$ cat src/rtl/serial_frame_deserializer.sv
// serial_frame_deserializer
//   Receive-side front end for the serial ALU link. Collects one frame of
//   serial packets (enable_n low for the whole frame) and presents operands,
//   opcode, operand count and error flags as one registered result with a
//   valid/ready handshake. The output register holds a single entry; a frame
//   that ends while that entry is still waiting is dropped and counted.
//
//   Packet, first bit first: start(0) kind(0=data,1=cmd) payload MSB..LSB.
//
// Ports
//   clk          clock, all sampling on posedge
//   reset        synchronous active-high reset
//   enable_n     frame enable, active low
//   din          serial data, sampled only while enable_n=0
//   ready_in     downstream accepts result when out_valid=1
//   out_valid    result available
//   out_ops      operand k at [k*DATA_W +: DATA_W], unused slots 0
//   out_op       command payload
//   out_count    number of operands stored
//   out_err      [0] START [1] ORDER [2] OVF [3] LEN [4] FEW
//   overrun_cnt  saturating count of dropped results
//   busy         high while receiving a frame
module serial_frame_deserializer #(
    parameter int DATA_W  = 8,
    parameter int MAX_OPS = 4,
    parameter int MIN_OPS = 2,
    parameter int CNT_W   = $clog2(MAX_OPS + 1)
) (
    input  logic                      clk,
    input  logic                      reset,
    input  logic                      enable_n,
    input  logic                      din,
    input  logic                      ready_in,
    output logic                      out_valid,
    output logic [MAX_OPS*DATA_W-1:0] out_ops,
    output logic [DATA_W-1:0]         out_op,
    output logic [CNT_W-1:0]          out_count,
    output logic [4:0]                out_err,
    output logic [7:0]                overrun_cnt,
    output logic                      busy
);
    localparam int PKT_W = DATA_W + 2;
    localparam int BC_W  = $clog2(PKT_W);

    typedef enum logic [1:0] {S_SYNC, S_IDLE, S_RECV} state_t;

    state_t                          r_state, w_next;
    logic [BC_W-1:0]                 r_bit_cnt;
    logic [PKT_W-2:0]                r_shift;
    logic [CNT_W-1:0]                r_op_cnt;
    logic                            r_cmd_seen;
    logic [2:0]                      r_err;      // START, ORDER, OVF
    logic [MAX_OPS-1:0][DATA_W-1:0]  r_slots;
    logic [DATA_W-1:0]               r_opcode;

    // Full packet as it stands on the edge sampling its last bit.
    logic [PKT_W-1:0]  w_pkt;
    logic              w_pkt_done;
    logic              w_frame_end;
    logic              w_load;
    logic              w_len;
    logic              w_few;

    assign w_pkt       = {r_shift, din};
    assign w_pkt_done  = (r_state == S_RECV) && !enable_n &&
                         (r_bit_cnt == BC_W'(PKT_W - 1));
    assign w_frame_end = (r_state == S_RECV) && enable_n;
    // A held result blocks the new one unless it is being taken this edge.
    assign w_load      = w_frame_end && (!out_valid || ready_in);
    assign w_len       = (r_bit_cnt != '0) || !r_cmd_seen;
    assign w_few       = r_op_cnt < CNT_W'(MIN_OPS);

    // FSM: state register
    always_ff @(posedge clk) begin
        if (reset) r_state <= S_SYNC;
        else       r_state <= w_next;
    end

    // FSM: next state. SYNC waits for an idle line so a frame already in
    // flight at reset is never partially decoded.
    always_comb begin
        w_next = r_state;
        case (r_state)
            S_SYNC:  if (enable_n)  w_next = S_IDLE;
            S_IDLE:  if (!enable_n) w_next = S_RECV;
            S_RECV:  if (enable_n)  w_next = S_IDLE;
            default: w_next = S_SYNC;
        endcase
    end

    // FSM: outputs
    always_comb begin
        busy = (r_state == S_RECV);
    end

    // Per-frame receive datapath
    always_ff @(posedge clk) begin
        if (reset) begin
            r_bit_cnt  <= '0;
            r_shift    <= '0;
            r_op_cnt   <= '0;
            r_cmd_seen <= 1'b0;
            r_err      <= '0;
            r_slots    <= '0;
            r_opcode   <= '0;
        end else if (r_state == S_IDLE && !enable_n) begin
            // First edge of a frame samples bit0 and wipes the frame state.
            r_shift    <= {r_shift[PKT_W-3:0], din};
            r_bit_cnt  <= BC_W'(1);
            r_op_cnt   <= '0;
            r_cmd_seen <= 1'b0;
            r_err      <= '0;
            r_slots    <= '0;
            r_opcode   <= '0;
        end else if (r_state == S_RECV && !enable_n) begin
            r_shift   <= {r_shift[PKT_W-3:0], din};
            r_bit_cnt <= w_pkt_done ? '0 : r_bit_cnt + BC_W'(1);
            if (w_pkt_done) begin
                if (w_pkt[PKT_W-1]) begin
                    r_err[0] <= 1'b1;
                end else if (!w_pkt[PKT_W-2]) begin
                    if (r_cmd_seen) begin
                        r_err[1] <= 1'b1;
                    end else if (r_op_cnt == CNT_W'(MAX_OPS)) begin
                        r_err[2] <= 1'b1;
                    end else begin
                        for (int k = 0; k < MAX_OPS; k++)
                            if (r_op_cnt == CNT_W'(k))
                                r_slots[k] <= w_pkt[DATA_W-1:0];
                        r_op_cnt <= r_op_cnt + CNT_W'(1);
                    end
                end else begin
                    if (r_cmd_seen) begin
                        r_err[1] <= 1'b1;
                    end else begin
                        r_opcode   <= w_pkt[DATA_W-1:0];
                        r_cmd_seen <= 1'b1;
                    end
                end
            end
        end
    end

    // Single-entry output register with overrun accounting
    always_ff @(posedge clk) begin
        if (reset) begin
            out_valid   <= 1'b0;
            out_ops     <= '0;
            out_op      <= '0;
            out_count   <= '0;
            out_err     <= '0;
            overrun_cnt <= '0;
        end else if (w_load) begin
            out_valid <= 1'b1;
            out_ops   <= r_slots;
            out_op    <= r_opcode;
            out_count <= r_op_cnt;
            out_err   <= {w_few, w_len, r_err};
        end else begin
            if (out_valid && ready_in)
                out_valid <= 1'b0;
            // Frame ended with no room: result lost.
            if (w_frame_end && overrun_cnt != 8'hFF)
                overrun_cnt <= overrun_cnt + 8'd1;
        end
    end
endmodule
$ cat config.mk
export PLATFORM = sky130hd
export DESIGN_NAME = serial_frame_deserializer
export DESIGN_NICKNAME = d
export VERILOG_FILES = /design/src/rtl/serial_frame_deserializer.sv
export SDC_FILE = /design/constraint.sdc
export NUM_CORES = 1
export LEC_CHECK = 0
export CAP_MARGIN = 20
export CELL_PAD_IN_SITES_DETAIL_PLACEMENT = 1
export CELL_PAD_IN_SITES_GLOBAL_PLACEMENT = 1
export CORE_AREA = 5 5 113 115
export CTS_CLUSTER_DIAMETER = 30
export CTS_CLUSTER_SIZE = 24
export DETAILED_ROUTE_END_ITERATION = 10
export DIE_AREA = 0 0 118 120
export GPL_TIMING_DRIVEN = 1
export HOLD_SLACK_MARGIN = 0.15
export PLACE_DENSITY_LB_ADDON = 0.1
export SLEW_MARGIN = 20
export SYNTH_ARGS = -nofsm -noshare
export SYNTH_HDL_FRONTEND = slang
export SYNTH_SLANG_ARGS = --single-unit
$ cat constraint.sdc
create_clock -name clk -period 2 [get_ports clk]
set_clock_uncertainty 0.05 [all_clocks]
set_input_delay 0.4 -clock clk [delete_from_list [all_inputs] [get_ports clk]]
set_output_delay 0.4 -clock clk [all_outputs]
set_load 0.01 [all_outputs]
==> results of run 1 <==
==> state kept, by name (all words and copies together) (netlist names) <==
| signal | count |
|---|---|
| r_cmd_seen | 1 |
| r_state | 2 |
| r_err | 3 |
| r_opcode | 8 |
| r_slots | 32 |
| overrun_cnt | 8 |
| r_bit_cnt | 4 |
| r_shift | 9 |
| out_err | 5 |
| out_ops | 32 |
| out_count | 3 |
| out_op | 8 |
| r_op_cnt | 3 |
| out_valid | 1 |
==> placed cells by master (no fill, tap or decap), types with 4 or more instances in the layout <==
master	count
ha_1	9
dfxtp_1	117
clkbuf_1	6
clkbuf_8	4
a211oi_1	4
inv_1	9
clkbuf_16	17
clkdlybuf4s50_1	60
a21oi_1	59
nand2_1	104
nor2_1	57
nand3_1	7
buf_4	17
buf_12	7
mux2i_1	49
==> worst min-delay path by stage <==
| stage | cells after the start | endpoint | slack [ns] | startpoint |
|---|---|---|---|---|
| global route | 2 | overrun_cnt[0]$_SDFFE_PP0P_ | 0.30 | reset |
| CTS | 2 | overrun_cnt[0]$_SDFFE_PP0P_ | 0.28 | reset |
| floorplan | 2 | out_op[0]$_SDFFE_PP0P_ | 0.38 | r_opcode[0]$_SDFFE_PP0P_ |
| finish | 2 | overrun_cnt[0]$_SDFFE_PP0P_ | 0.29 | reset |
| global placement | 2 | out_ops[8]$_SDFFE_PP0P_ | 0.39 | r_slots[8]$_SDFFE_PP0P_ |
| detailed placement | 2 | out_err[4]$_SDFFE_PP0P_ | 0.40 | out_err[4]$_SDFFE_PP0P_ |
==> cells by family (layout without fill, tap and decap cells) <==
family,count (synthesis),count (layout)
simple gates,205,205
flops,119,119
compound gates,80,80
fa+ha+maj,9,9
mux,50,50
xor+xnor,3,3
buf+inv,39,125
==> metal layers <==
metal	wire length, µm	global-route usage
met1	5650	0.219
met5	0	0
met3	404	0.0504
met2	5970	0.305
met4	191	0.0695
==> power by group <==
group	switching (mW)	internal [mW]
Clock	1.01	1.69
Sequential	0.0141	2.38
Combinational	0.0903	0.0545
==> area by class of cell <==
cell class | count | area (µm²)
Clock inverter | 3 | 17.5
Fill cell | 1360 | 5600
Inverter | 9 | 33.8
Clock buffer | 27 | 503
Timing Repair Buffer | 86 | 886
Tap cell | 147 | 184
Multi-Input combinational cell | 347 | 2100
Sequential cell | 119 | 2390
==> metrics by stage <==
stage | hold slack, ns | power [mW] | setup TNS, ns | utilization | instance area [µm²]
4_1_cts | 0.276 | 5.31 | 0 | 0.521 | 6100
2_1_floorplan | 0.381 | 2.52 | 0 | - | 4630
3_3_place_gp | 0.391 | 2.59 | -8.72 | 0.476 | 5570
6_report | 0.292 | 5.24 | 0 | 0.521 | 6110
5_1_grt | 0.297 | 5.45 | 0 | 0.521 | 6110
3_5_place_dp | 0.398 | 2.59 | -13.12 | 0.476 | 5570
==> what timing repair did <==
item,CTS,global route
buffers inserted,0,0
gates resized for setup,3,2
endpoints found under the setup margin,1,8
hold endpoints to repair,0,0
hold buffers,0,0
==> flow_metrics.py, run 1 <==
metrics = {
    "run_status": {
        "status": "complete, no violations",
    },
    "setup_path": {
        "slowest_delay_ns": 0.59,
        "arrival_ns": 1.48,
        "slowest_stage": "clkdlybuf4s50_1",
        "r2r-start": "r_op_cnt[1]$_SDFFE_PP0P_",
        "crit_required_ns": 1.55,
        "critical_path.max_fanout": 8,
        "crit_start": "overrun_cnt[3]$_SDFFE_PP0P_",
        "endpoint_kind": "primary output",
        "timing.rr.end": "r_slots[29]$_SDFFE_PP0P_",
        "worst-path-buf-inv": 1,
        "reg2reg_slack_ns": 0.16,
        "path_depth": 1,
        "crit_chain": "clkdlybuf4s50_1",
        "critPathCapture": "overrun_cnt[3]",
        "worst-setup-path-type": "reg -> out",
        "critPathTopFamily": "buffers and inverters",
        "reg2reg_depth": 7,
        "cp-start-kind": "flop",
    },
    "clock_network": {
        "htreeDepth": 4,
        "insertion_delay_ns": 0.42,
        "clk_path_buf_depth": 2,
        "clk_pin_slew_ns": 0.05,
        "cts_tree": "built",
        "cts_sinks": 119,
        "cts_inserted_buffers": 17,
        "clockRootBuffer": "clkbuf_16",
    },
    "floorplan": {
        "die_height_um": 120,
        "initial_core_util": 0.396,
        "core_area_um2": 11700,
        "io_pins": 63,
        "fp-row-count": 40,
        "die_area_um2": 14200,
        "die_w_um": 118,
    },
    "synthesis": {
        "synthAdderAreaFrac": 0.0243,
        "synth_most_common_cell": "dfxtp_1",
        "synth-xor-area-share": 0.00567,
        "synth_area_leaders": "dfxtp_1 (51%), mux2i_1 (11%), nand2_1 (8.4%)",
        "synth.ff_latch_count": 119,
        "async_flop_share": 0,
        "yosys-top-cells-count": "dfxtp_1 (119), nand2_1 (104), a21oi_1 (59), nor2_1 (57), mux2i_1 (49)",
        "synth_compound_area_frac": 0.0970,
        "yosys_warnings": 0,
        "avgSynthCellArea_um2": 9.17,
        "yosys.area.top_type": "dfxtp_1",
        "ys_types": 46,
        "synth_edf_count": 0,
        "synth_area_um2": 4630,
        "synthSimpleGateAreaFrac": 0.213,
        "synth_top_family_by_area": "simple AND/OR/NAND/NOR gates",
        "synthMuxAreaShare": 0.108,
        "syn_nets": 519,
        "synth_ff_type": "dfxtp_1",
        "ys_seq_area_frac": 0.514,
        "synth_top_area_frac": 0.514,
        "syn_inst": 505,
    },
    "grt": {
        "antenna_found_initial": 0,
        "grt_pass1_wl_mm": 20.6,
        "gr-usage-all-layers": 0.181,
        "grt_max_degree": 45,
        "grt_pass1_vias": 4083,
        "grt-ovfl-total": 0,
    },
    "sta": {
        "period_share": 0.963,
        "final-setup-viol-count": 0,
        "slew_violations": 0,
        "min_period_ns": 1.93,
        "fin_ws_ns": 0.0739,
        "worst_slew_pin_slew_ns": 0.508,
        "final_hold_viol_count": 0,
        "fmax_mhz": 519,
        "slew_headroom": 0.659,
        "grt_setup_unrepaired": "false",
    },
    "run": {
        "maxCapViolCount": 0,
    },
    "worst_hold_path": {
        "hold_class": "in -> reg",
    },
    "power_and_ir_drop": {
        "max-vdd-ir-drop_mv": 0.514,
        "power.leakage_nw": 2.40,
        "power_density_nw_per_um2": 859,
    },
    "drt": {
        "drt_iter0_markers": 175,
        "vias": 3771,
        "drtPass1Iterations": 4,
        "drtAntennaViolNets": 0,
        "wirelength_mm": 12.2,
        "drc": 0,
        "wl_per_cell_um": 16.6,
        "via_per_inst": 5.11,
    },
    "placement": {
        "place.gp.congestion": 0.800,
        "port_buffers": 62,
        "dp.cells": 708,
        "dp_hpwl_mm": 8.20,
        "preCtsSetupSlack_ns": -0.246,
    },
    "finish": {
        "syn_to_final_growth_pct": 31.8,
        "final_nets": 594,
        "antenna_cells": 0,
        "drive_above_1_share": 0.112,
        "stdcell_count": 738,
    },
}
Note: power is estimated with default switching activity, not from simulation.
==> run 2, diff against run 1 <==
--- a/config.mk
+++ b/config.mk
@@ -9,7 +9,7 @@
 export CELL_PAD_IN_SITES_DETAIL_PLACEMENT = 1
 export CELL_PAD_IN_SITES_GLOBAL_PLACEMENT = 1
 export CORE_AREA = 5 5 113 115
-export CTS_CLUSTER_DIAMETER = 30
+export CTS_CLUSTER_DIAMETER = 40
 export CTS_CLUSTER_SIZE = 24
 export DETAILED_ROUTE_END_ITERATION = 10
 export DIE_AREA = 0 0 118 120
==> results of run 2 <==
Same layout as run 1: the final DEF is identical, and so are final timing and power.
==> run 3, diff against run 2 <==
--- a/config.mk
+++ b/config.mk
@@ -8,11 +8,12 @@
 export CAP_MARGIN = 20
 export CELL_PAD_IN_SITES_DETAIL_PLACEMENT = 1
 export CELL_PAD_IN_SITES_GLOBAL_PLACEMENT = 1
-export CORE_AREA = 5 5 113 115
+export CORE_AREA = 5 5 106 108
 export CTS_CLUSTER_DIAMETER = 40
 export CTS_CLUSTER_SIZE = 24
 export DETAILED_ROUTE_END_ITERATION = 10
-export DIE_AREA = 0 0 118 120
+export DIE_AREA = 0 0 111 113
+export DONT_BUFFER_PORTS = 1
 export GPL_TIMING_DRIVEN = 1
 export HOLD_SLACK_MARGIN = 0.15
 export PLACE_DENSITY_LB_ADDON = 0.1
==> run 3 against run 2 <==
Core utilization increased by 1.4 points. Routed wire length shrank 7.8%. Flip-flop and latch count unchanged. Clock power up 8.5%. Count of clock-buffer cells in the layout fell by 7. Non-clock buffer count is 71 lower. Sequential power about the same. Combinational power shrank 16%. Sequential share of layout area grew 4.8 points. Register-to-register slack is essentially flat. Critical path type is now reg -> reg. Die area shrank 11%. Highest routed layer unchanged. Global-route usage up 0.45 points.
==> flow_metrics.py, run 3 (same netlist as run 1, synthesis figures left out) <==
metrics = {
    "clock_network": {
        "post-cts-setup-buffer-count": 0,
        "htreeDepth": 4,
        "cts_tree": "built",
        "clk_path_buf_depth": 2,
        "insertion_delay_ns": 0.52,
        "clk_pin_slew_ns": 0.06,
        "clockRootBuffer": "clkbuf_8",
        "cts_sinks": 119,
        "cts_inserted_buffers": 17,
    },
    "setup_path": {
        "crit_required_ns": 2.34,
        "timing.rr.end": "r_slots[25]$_SDFFE_PP0P_",
        "r2r-start": "r_op_cnt[0]$_SDFFE_PP0P_",
        "arrival_ns": 2.17,
        "worst-setup-path-type": "reg -> reg",
        "endpoint_kind": "flop",
        "reg2reg_slack_ns": 0.16,
        "critical_path.max_fanout": 8,
        "reg2reg_depth": 6,
        "cp-start-kind": "flop",
    },
    "run_status": {
        "status": "complete, no violations",
    },
    "drt": {
        "drtAntennaViolNets": 0,
        "via_per_inst": 5.28,
        "drc": 0,
        "vias": 3458,
        "drtPass1Iterations": 4,
        "wl_per_cell_um": 17.2,
        "drt_iter0_markers": 114,
        "wirelength_mm": 11.3,
    },
    "worst_hold_path": {
        "worstHoldStart": "enable_n",
        "holdPathEnd": "r_bit_cnt[1]$_SDFFE_PP0P_",
        "hold_depth": 3,
        "hold_class": "in -> reg",
    },
    "finish": {
        "finish.instance_area_um2": 5420,
        "mostFrequentLayoutCells": "dfxtp_1 (119), nand2_1 (104), a21oi_1 (59), nor2_1 (57), mux2i_1 (49)",
        "antenna_cells": 0,
        "final_nets": 523,
        "syn_to_final_growth_pct": 17.1,
        "top_regs": "out_ops: 32 flops, r_slots: 32 flops, r_shift: 9 flops",
        "drive_above_1_share": 0.102,
        "layout_commonest_cell": "dfxtp_1",
    },
    "sta": {
        "min_period_ns": 1.84,
        "fmax_mhz": 545,
        "period_share": 0.918,
        "worst_slew_pin_slew_ns": 0.550,
        "slew_headroom": 0.633,
        "setup_tns_ns": 0,
        "grt_setup_unrepaired": "false",
        "slew_violations": 0,
        "final-setup-viol-count": 0,
        "final_hold_viol_count": 0,
    },
    "grt": {
        "grt_pass1_wl_mm": 18.6,
        "grt_max_degree": 72,
        "grt-ovfl-total": 0,
        "gr-usage-all-layers": 0.185,
        "antenna_found_initial": 0,
        "grt_pass1_vias": 3526,
    },
    "power_and_ir_drop": {
        "seqPwrFrac": 0.439,
        "pwr-share-clk": 0.539,
        "switching_share": 0.208,
        "max-vdd-ir-drop_mv": 0.452,
        "p_sw_mw": 1.13,
        "power.leakage_nw": 2.14,
        "power_density_nw_per_um2": 1010,
        "power.internal_mw": 4.32,
        "power_mw": 5.45,
        "pwr-share-comb": 0.022,
    },
    "placement": {
        "port_buffers": 0,
        "place_area_um2": 4780,
        "place.gp.congestion": 0.845,
        "dp_hpwl_mm": 7.07,
    },
    "floorplan": {
        "die_w_um": 111,
        "core_area_um2": 10100,
        "initial_core_util": 0.457,
        "die_area_um2": 12500,
        "io_pins": 63,
        "fp-row-count": 37,
        "die_height_um": 113,
    },
    "run": {
        "maxCapViolCount": 0,
    },
}
[run 3: worst max path at each step]
stage	start	to	slack, ns	cells past startpoint
global placement	r_state[1]$_SDFFE_PP0P_	r_slots[28]$_SDFFE_PP0P_	0.20	4
CTS	r_bit_cnt[1]$_SDFFE_PP0P_	r_slots[25]$_SDFFE_PP0P_	0.06	7
global route	r_op_cnt[0]$_SDFFE_PP0P_	r_slots[25]$_SDFFE_PP0P_	0.005	6
detailed placement	r_op_cnt[0]$_SDFFE_PP0P_	r_slots[27]$_SDFFE_PP0P_	0.10	6
finish	r_op_cnt[0]$_SDFFE_PP0P_	r_slots[25]$_SDFFE_PP0P_	0.16	6
floorplan	r_op_cnt[0]$_SDFFE_PP0P_	r_slots[24]$_SDFFE_PP0P_	0.28	6
[run 3: repair_timing]
item,4_1_cts,5_1_grt
resized for setup,0,2
setup endpoints to repair,0,7
hold buffers,4,0
endpoints found under the hold margin,77,0
[run 3: layout make-up]
type                    count  area (µm²)
clock buffers              20         435
well taps                 136         170
inverters                   9        33.8
fillers                  1118        4710
multi-input cells         347        2110
repair buffers             15         165
flip-flops and latches    119        2380
clock inverters             9         129
[run 3: worst max-delay path, cell delays in order, from the launching register on]
cell and delay, ns:
dfxtp_1 0.39, inv_1 0.10, ha_1 0.22, a211oi_1 0.38
nand4_4 0.26, mux2i_1 0.23, nor2_1 0.07
[run 3: metrics by stage]
| step | instances | util | hold WS, ns | setup slack [ns] |
|---|---|---|---|---|
| 2_1_floorplan | 505 | - | 0.381 | 0.279 |
| 3_3_place_gp | 622 | 0.472 | 0.383 | 0.197 |
| 3_5_place_dp | 622 | 0.472 | 0.391 | 0.102 |
| 4_1_cts | 655 | 0.533 | 0.166 | 0.0636 |
| 5_1_grt | 655 | 0.535 | 0.185 | 0.00521 |
| 6_report | 655 | 0.535 | 0.187 | 0.165 |
[run 3: power groups by stage]
stage / Clock, mW / Sequential, mW / Combinational (mW)
floorplan: 0 / 2.44 / 0.0895
global placement: 0 / 2.44 / 0.0828
detailed placement: 0 / 2.44 / 0.0840
CTS: 2.98 / 2.39 / 0.124
global route: 3.13 / 2.39 / 0.134
finish: 2.94 / 2.39 / 0.122
[run 3: layer usage]
layer	share of wire	wire (µm)	up-vias	GRT usage
li1	-	-	1715	-
met1	0.46	5220	1668	0.236
met2	0.48	5370	63	0.298
met3	0.047	525	12	0.0578
met4	0.014	153	0	0.0649
met5	0	0	-	0
